`config.mk`:
```
export PLATFORM = sky130hd
export DESIGN_NAME = uart_rx_ext
export DESIGN_NICKNAME = d
export VERILOG_FILES = /design/src/rtl/uart_pkg.sv /design/src/rtl/uart_rx_fifo.sv /design/src/rtl/uart_rx_ext.sv
export SDC_FILE = /design/constraint.sdc
export NUM_CORES = 1
export LEC_CHECK = 0
export BUFFER_PORTS_ARGS = -buffer_cell sky130_fd_sc_hd__buf_2
export CAP_MARGIN = 40
export CORE_MARGIN = 3
export CORE_UTILIZATION = 30
export CTS_BUF_LIST = sky130_fd_sc_hd__clkbuf_4
export CTS_CLUSTER_DIAMETER = 150
export DETAILED_ROUTE_END_ITERATION = 10
export GPL_TIMING_DRIVEN = 0
export PLACE_DENSITY_LB_ADDON = 0.12
export SLEW_MARGIN = 30
export SYNTH_ARGS = -nofsm -noshare
export SYNTH_HDL_FRONTEND = slang
export SYNTH_SLANG_ARGS = --single-unit
```
`constraint.sdc`:
```
create_clock -name clk -period 4.9 [get_ports clk]
set_clock_uncertainty 0.15 [all_clocks]
set_input_delay 0 -clock clk [delete_from_list [all_inputs] [get_ports clk]]
set_output_delay 0 -clock clk [all_outputs]
set_load 0.01 [all_outputs]
```
`src/rtl/uart_pkg.sv`:
```
// Shared types for the UART receiver: FSM states, FIFO entry layout, bit-timing helper.
package uart_pkg;

  localparam int MAX_PAYLOAD = 9;

  typedef enum logic [2:0] {
    IDLE,
    START,
    DATA,
    PARITY,
    STOP
  } rx_state_t;

  typedef struct packed {
    logic [MAX_PAYLOAD-1:0] data;
    logic                   frame_err;
    logic                   parity_err;
    logic                   brk;
  } rx_entry_t;

  function automatic int cycles_per_bit(input int clk_hz, input int bit_rate);
    return clk_hz / bit_rate;
  endfunction

endpackage

```
`src/rtl/uart_rx_fifo.sv`:
```
// Receive FIFO, registered head; push into full FIFO without a pop is dropped and flagged.
// A pop makes the next entry visible on the following cycle; push+pop while full is accepted.
module uart_rx_fifo #(
  parameter int WIDTH = 12,
  parameter int DEPTH = 4
) (
  input  logic                   i_clk,
  input  logic                   i_reset,
  input  logic                   i_push,
  input  logic [WIDTH-1:0]       i_push_dat,
  input  logic                   i_pop,
  output logic [WIDTH-1:0]       o_head_dat,
  output logic                   o_full,
  output logic                   o_empty,
  output logic [$clog2(DEPTH):0] o_count,
  output logic                   o_overrun
);

  localparam int AW = $clog2(DEPTH);

  logic [WIDTH-1:0] r_mem [DEPTH];
  logic [AW-1:0]    r_wr_ptr;
  logic [AW-1:0]    r_rd_ptr;
  logic [AW:0]      r_count;
  logic             r_overrun;
  logic             w_do_push;
  logic             w_do_pop;

  assign o_full    = (r_count == (AW+1)'(DEPTH));
  assign o_empty   = (r_count == '0);
  assign w_do_pop  = i_pop & ~o_empty;
  assign w_do_push = i_push & (~o_full | w_do_pop);

  always_ff @(posedge i_clk or posedge i_reset) begin
    if (i_reset) begin
      for (int i = 0; i < DEPTH; i++) r_mem[i] <= '0;
      r_wr_ptr  <= '0;
      r_rd_ptr  <= '0;
      r_count   <= '0;
      r_overrun <= 1'b0;
    end else begin
      if (w_do_push) begin
        r_mem[r_wr_ptr] <= i_push_dat;
        r_wr_ptr        <= r_wr_ptr + 1'b1;
      end
      if (w_do_pop) r_rd_ptr <= r_rd_ptr + 1'b1;
      case ({w_do_push, w_do_pop})
        2'b10:   r_count <= r_count + 1'b1;
        2'b01:   r_count <= r_count - 1'b1;
        default: r_count <= r_count;
      endcase
      r_overrun <= i_push & ~w_do_push;
    end
  end

  assign o_head_dat = r_mem[r_rd_ptr];
  assign o_count    = r_count;
  assign o_overrun  = r_overrun;

endmodule

```
`src/rtl/uart_rx_ext.sv`:
```
// UART receiver: 2-FF sync, 3-sample majority per bit, flags per frame, valid/ready FIFO output.
// Entry pushed at the mid-stop vote; optional parity bit with `define UART_RX_PARITY_EN.
module uart_rx_ext
  import uart_pkg::*;
#(
  parameter int CLK_HZ       = 27_000_000,
  parameter int BIT_RATE     = 9600,
  parameter int PAYLOAD_BITS = 8,
  parameter int STOP_BITS    = 1,
  parameter int FIFO_DEPTH   = 4
) (
  input  logic                          clk,
  input  logic                          reset,
  input  logic                          uart_rxd,
  input  logic                          uart_rx_en,
`ifdef UART_RX_PARITY_EN
  input  logic                          parity_en,
  input  logic                          parity_odd,
`endif
  output logic [PAYLOAD_BITS-1:0]       rx_data,
  output logic                          rx_valid,
  input  logic                          rx_ready,
  output logic                          rx_frame_err,
  output logic                          rx_parity_err,
  output logic                          rx_break,
  output logic                          rx_overrun,
  output logic [$clog2(FIFO_DEPTH):0]   fifo_count
);

  localparam int CPB = cycles_per_bit(CLK_HZ, BIT_RATE);
  localparam int MID = CPB / 2;
  localparam int CW  = $clog2(CPB + 1);
  localparam logic [CW-1:0] C_ONE    = CW'(1);
  localparam logic [CW-1:0] C_MID_M1 = CW'(MID - 1);
  localparam logic [CW-1:0] C_MID    = CW'(MID);
  localparam logic [CW-1:0] C_MID_P1 = CW'(MID + 1);
  localparam logic [CW-1:0] C_LAST   = CW'(CPB - 1);
  localparam logic [3:0]    C_LAST_DATA = 4'(PAYLOAD_BITS - 1);
  localparam logic [3:0]    C_LAST_STOP = 4'(STOP_BITS - 1);

  rx_state_t               r_state;
  rx_state_t               w_next_state;
  logic [1:0]              r_sync;
  logic [CW-1:0]           r_cnt;
  logic [3:0]              r_bit_idx;
  logic [1:0]              r_samp;
  logic [PAYLOAD_BITS-1:0] r_shift;
  logic                    r_all_zero;
  logic                    r_frame_err;
  logic                    r_break;
`ifdef UART_RX_PARITY_EN
  logic                    r_par_acc;
  logic                    r_parity_err;
`endif
  logic                    w_rxd;
  logic                    w_vote;
  logic                    w_vote_now;
  logic                    w_bit_end;
  logic                    w_push;
  rx_entry_t               w_push_entry;
  rx_entry_t               w_head;
  logic                    w_full;
  logic                    w_empty;
  logic                    w_unused_head;

  assign w_rxd      = r_sync[1];
  assign w_vote_now = (r_cnt == C_MID_P1);
  assign w_bit_end  = (r_cnt == C_LAST);
  // samples at mid-1 and mid are held; the mid+1 sample is the live line
  assign w_vote     = (r_samp[0] & r_samp[1]) | (r_samp[0] & w_rxd) | (r_samp[1] & w_rxd);

  always_comb begin
    w_next_state = r_state;
    w_push       = 1'b0;
    w_push_entry = '0;
    w_push_entry.data[PAYLOAD_BITS-1:0] = r_shift;
    w_push_entry.frame_err = r_frame_err | ~w_vote;
    w_push_entry.brk       = (r_bit_idx == 4'd0) ? (r_all_zero & ~w_vote) : r_break;
`ifdef UART_RX_PARITY_EN
    w_push_entry.parity_err = r_parity_err;
`else
    w_push_entry.parity_err = 1'b0;
`endif
    if (!uart_rx_en) begin
      w_next_state = IDLE;
    end else begin
      case (r_state)
        IDLE:  if (!w_rxd) w_next_state = START;
        START: begin
          if (w_vote_now && w_vote) w_next_state = IDLE;
          else if (w_bit_end)       w_next_state = DATA;
        end
        DATA: begin
          if (w_bit_end && r_bit_idx == C_LAST_DATA) begin
`ifdef UART_RX_PARITY_EN
            w_next_state = parity_en ? PARITY : STOP;
`else
            w_next_state = STOP;
`endif
          end
        end
`ifdef UART_RX_PARITY_EN
        PARITY: if (w_bit_end) w_next_state = STOP;
`endif
        STOP: begin
          if (w_vote_now && r_bit_idx == C_LAST_STOP) begin
            w_next_state = IDLE;
            w_push       = 1'b1;
          end
        end
        default: w_next_state = IDLE;
      endcase
    end
  end

  always_ff @(posedge clk or posedge reset) begin
    if (reset) begin
      r_state     <= IDLE;
      r_sync      <= 2'b11;
      r_cnt       <= '0;
      r_bit_idx   <= '0;
      r_samp      <= 2'b11;
      r_shift     <= '0;
      r_all_zero  <= 1'b1;
      r_frame_err <= 1'b0;
      r_break     <= 1'b0;
`ifdef UART_RX_PARITY_EN
      r_par_acc    <= 1'b0;
      r_parity_err <= 1'b0;
`endif
    end else begin
      r_state <= w_next_state;
      if (uart_rx_en) r_sync <= {r_sync[0], uart_rxd};

      // the detection cycle counts as cycle 0 of the start bit
      if (w_next_state == IDLE)  r_cnt <= '0;
      else if (r_state == IDLE)  r_cnt <= C_ONE;
      else if (w_bit_end)        r_cnt <= '0;
      else                       r_cnt <= r_cnt + 1'b1;

      if (r_cnt == C_MID_M1) r_samp[0] <= w_rxd;
      if (r_cnt == C_MID)    r_samp[1] <= w_rxd;

      if (r_state == IDLE) begin
        r_bit_idx   <= '0;
        r_all_zero  <= 1'b1;
        r_frame_err <= 1'b0;
        r_break     <= 1'b0;
`ifdef UART_RX_PARITY_EN
        r_par_acc    <= 1'b0;
        r_parity_err <= 1'b0;
`endif
      end else begin
        if (w_bit_end && w_next_state != r_state) r_bit_idx <= '0;
        else if (w_bit_end)                       r_bit_idx <= r_bit_idx + 1'b1;

        if (w_vote_now) begin
          case (r_state)
            DATA: begin
              r_shift    <= {w_vote, r_shift[PAYLOAD_BITS-1:1]};
              r_all_zero <= r_all_zero & ~w_vote;
`ifdef UART_RX_PARITY_EN
              r_par_acc  <= r_par_acc ^ w_vote;
`endif
            end
`ifdef UART_RX_PARITY_EN
            PARITY: begin
              r_parity_err <= r_par_acc ^ w_vote ^ parity_odd;
              r_all_zero   <= r_all_zero & ~w_vote;
            end
`endif
            STOP: begin
              r_frame_err <= w_push_entry.frame_err;
              r_break     <= w_push_entry.brk;
            end
            default: ;
          endcase
        end
      end
    end
  end

  uart_rx_fifo #(
    .WIDTH ($bits(rx_entry_t)),
    .DEPTH (FIFO_DEPTH)
  ) u_fifo (
    .i_clk      (clk),
    .i_reset    (reset),
    .i_push     (w_push),
    .i_push_dat (w_push_entry),
    .i_pop      (rx_valid & rx_ready),
    .o_head_dat (w_head),
    .o_full     (w_full),
    .o_empty    (w_empty),
    .o_count    (fifo_count),
    .o_overrun  (rx_overrun)
  );

  assign rx_valid      = ~w_empty;
  assign rx_data       = w_head.data[PAYLOAD_BITS-1:0];
  assign rx_frame_err  = w_head.frame_err;
  assign rx_parity_err = w_head.parity_err;
  assign rx_break      = w_head.brk;
  assign w_unused_head = ^w_head.data | w_full;

endmodule
```
==> impl_metrics.csv <==
group,metric,value,unit
finish,fin_util,0.356,
die,die_w,122,um
clock_network,cts_tree,"built",
routing,drc,0,
sta,setup_slack,1830,ps
finish,layout-drive-gt1-share,0.328,
routing,dr.first_iter.drc_count,92,
finish,n_antenna_cell,0,
finish,final_cell_mix,"dfrtp_1, mux2_2, buf_2",
global_route,grt_pass1_vias,2559,
worst_setup_path,crit_type,"flip-flop to flip-flop",
finish,fill_cells,1291,
finish,fin_cells,529,
sta,fin_crit,3070,ps
global_route,grt_overflow,0,
place,placedCellCount,507,
logic_synthesis,synthSimpleGateAreaFrac,0.137,
finish,finalInstanceArea,4590,um2
worst_setup_path,reg2regPathDepth,9,
sta,rsz0062_at_grt,"no",
die,die_area,14900,um2
worst_setup_path,critPathMaxFanout,5,
die,dieHeight,122,um
routing,vias,2530,
logic_synthesis,synth_compound_area_frac,0.0432,
worst_setup_path,rrSetupSlack,1830,ps
logic_synthesis,synth_area_per_cell,12.8,um2
clock_network,post_cts_buffers,0,
routing,wirelength,8030,um
global_route,grt_max_degree,63,
logic_synthesis,syn_inst,314,
clock_network,numCtsBuffers,9,
status,status,"completed",
sta,fmax,326,MHz
worst_setup_path,worstPathArrival,3280,ps
place,place.gp.congestion,0.754,
logic_synthesis,synthXorXnorAreaFrac,0.0348,
sta,hold_viol,0,
logic_synthesis,ys_types,52,
global_route,track_usage,0.116,
place,pre_cts_slack,1890,ps
die,coreArea,12900,um2
clock_network,root_buffer,"clkbuf_4",
logic_synthesis,seq_area_frac_synth,0.511,
sta,slew_viol_final,0,
worst_setup_path,critPathLaunch,"r_bit_idx[0]",
clock_network,ctsLongestPathBuffers,2,
worst_setup_path,required,5110,ps
logic_synthesis,yosys_warnings,0,
worst_setup_path,r2r-start,"r_bit_idx[0]",
sta,whs,306,ps
sta,relSlewSlack,0.478,
finish,area_delta_synth_final,13.8,%
worst_setup_path,end_kind,"flip-flop",
logic_synthesis,synthAdderAreaFrac,0.0354,
finish,multi_input_area,1860,um2
finish,ff_latch_area,2060,um2
power_and_ir_drop,peakVddDrop,155,uV
die,io-pin-count,21,
worst_setup_path,worstSetupEndpoint,"u_fifo.o_count[1]",
routing,viasPerCell,4.78,
power_and_ir_drop,power.leakage,2.15,nW
logic_synthesis,synthesis.nets,329,
routing,postRouteAntennaNets,0,
routing,drt_first_pass_iters,4,
clock_network,htree_num_levels,3,
sta,setup_viol,0,
sta,finalCritPeriodShare,0.626,
worst_setup_path,critPathLaunchType,"flip-flop",
sta,timing.setup.tns,0,ps
place,dpl_cell_area,4380,um2
logic_synthesis,synth_top_family_by_area,"multiplexers",
logic_synthesis,synth_seq_cells,82,
global_route,antenna_found_initial,0,
sta,worst_pin_slew,783,ps
clock_network,cts_sinks,82,
power_and_ir_drop,power.density,307,nW/um2
routing,wl_per_cell,15.2,um
flow_run,maxCapViolCount,0,
place,port_buffers,19,
finish,final_common_cell,"dfrtp_1",
finish,nNetsFinal,367,
place,dp_hpwl,5400,um
logic_synthesis,synth.mux.area_fraction,0.211,
logic_synthesis,netlist_area,4030,um2
worst_setup_path,rr_endpoint,"u_fifo.o_count[1]",
worst_hold_path,hold_class,"input pin to flip-flop",
die,row_count,41,
die,initial_core_util,0.313,
power_and_ir_drop,p_total,1.41,mW
clock_network,clk_pin_slew_worst_paths,140,ps
clock_network,insertion_delay,440,ps
global_route,grt_pass1_wl,13200,um
how the worst min path moves through the flow:
stage	startpoint	endpoint	slack [ps]	cells past startpoint
final	uart_rx_en	r_state[1]	310	3
after global routing	uart_rx_en	r_state[1]	290	3
after CTS	uart_rx_en	r_state[1]	250	3
after detailed placement	reset	u_fifo.o_count[2]	-190	2
after global placement	uart_rxd	r_sync[0]	80	2
after floorplan	uart_rxd	r_sync[0]	2	1
routing by layer:
layer  vias to the layer above  part of all wire  track usage
li1                       1202                 -            -
met1                      1293              0.45        0.140
met2                        27              0.50        0.201
met3                         8             0.031       0.0320
met4                         0             0.015       0.0399
met5                         -                 0            0
Yosys cell counts (all sizes together):
library cell | number | share of area
xor2 | 6 | 0.013
and2 | 2 | 0.0031
or4b | 1 | 0.0025
xnor2 | 10 | 0.022
a21oi | 7 | 0.0087
buf | 4 | 0.0068
and4b | 1 | 0.0025
a21boi | 1 | 0.0019
nand3 | 8 | 0.0099
nor3 | 11 | 0.018
nor2b | 1 | 0.0016
o21ai | 10 | 0.012
inv | 16 | 0.015
or4 | 1 | 0.0019
nand4 | 6 | 0.013
and3b | 1 | 0.0022
a41oi | 2 | 0.0043
clkbuf | 6 | 0.0056
mux2 | 52 | 0.15
o22ai | 2 | 0.0031
a31oi | 2 | 0.0031
dfrtp | 77 | 0.48
conb | 1 | 0.00093
o31ai | 1 | 0.0019
nor3b | 3 | 0.0068
nand2b | 4 | 0.0062
maj3 | 1 | 0.0025
mux4 | 10 | 0.056
and4 | 2 | 0.0043
a211oi | 3 | 0.0056
or3 | 4 | 0.0062
ha | 9 | 0.028
nor4b | 2 | 0.0081
nor2 | 18 | 0.017
mux2i | 1 | 0.0025
a22o | 1 | 0.0022
nor4 | 1 | 0.0053
fa | 1 | 0.0050
nand2 | 16 | 0.022
dfstp | 5 | 0.033
and3 | 4 | 0.0062
registers in the layout, summed over array words and instances (netlist names):
name              flops
u_fifo.o_count        3
r_samp                2
r_sync                2
r_break               1
r_cnt                12
r_shift               8
r_bit_idx             4
u_fifo.r_rd_ptr       2
r_frame_err           1
r_state               3
r_all_zero            1
u_fifo.r_wr_ptr       2
u_fifo.o_overrun      1
u_fifo.r_mem         40
cell type report:
type                       count  share of cell area
tap                          172              0.0469
clock buffer                   9              0.0147
inverter                      16              0.0142
timing repair buffer          27              0.0423
buffer                        10              0.0109
sequential                    82               0.449
clock inverter                 7              0.0166
multi-input combinational    206               0.406
power by group:
group | switching (mW) | internal (mW)
Clock | 0.252 | 0.159
Combinational | 0.149 | 0.115
Sequential | 0.0283 | 0.705
critical path: stages, from the launching register on:
cell	delay, ps
dfrtp_1	430
inv_1	90
ha_1	160
nor3b_2	360
nand4_1	330
o21ai_0	450
fa_1	520
a41oi_1	200
a21oi_1	100
a211oi_1	220
what timing repair did:
item	CTS	global route
endpoints found under the hold margin	93	0
resized for setup	0	0
endpoints found under the setup margin	0	0
hold buffers	6	0
logic make-up (layout without fill, tap and decap cells):
group                    count (synthesis)  count (layout)
multiplexers                            63              63
XOR/XNOR                                16              16
other                                    1               1
flip-flops                              82              82
buffers and inverters                   26              69
AND/OR/NAND/NOR                         86              86
AO/OA/AOI/OAI                           29              29
adder cells (fa/ha/maj)                 11              11
Note: power is estimated with default switching activity, not from simulation.
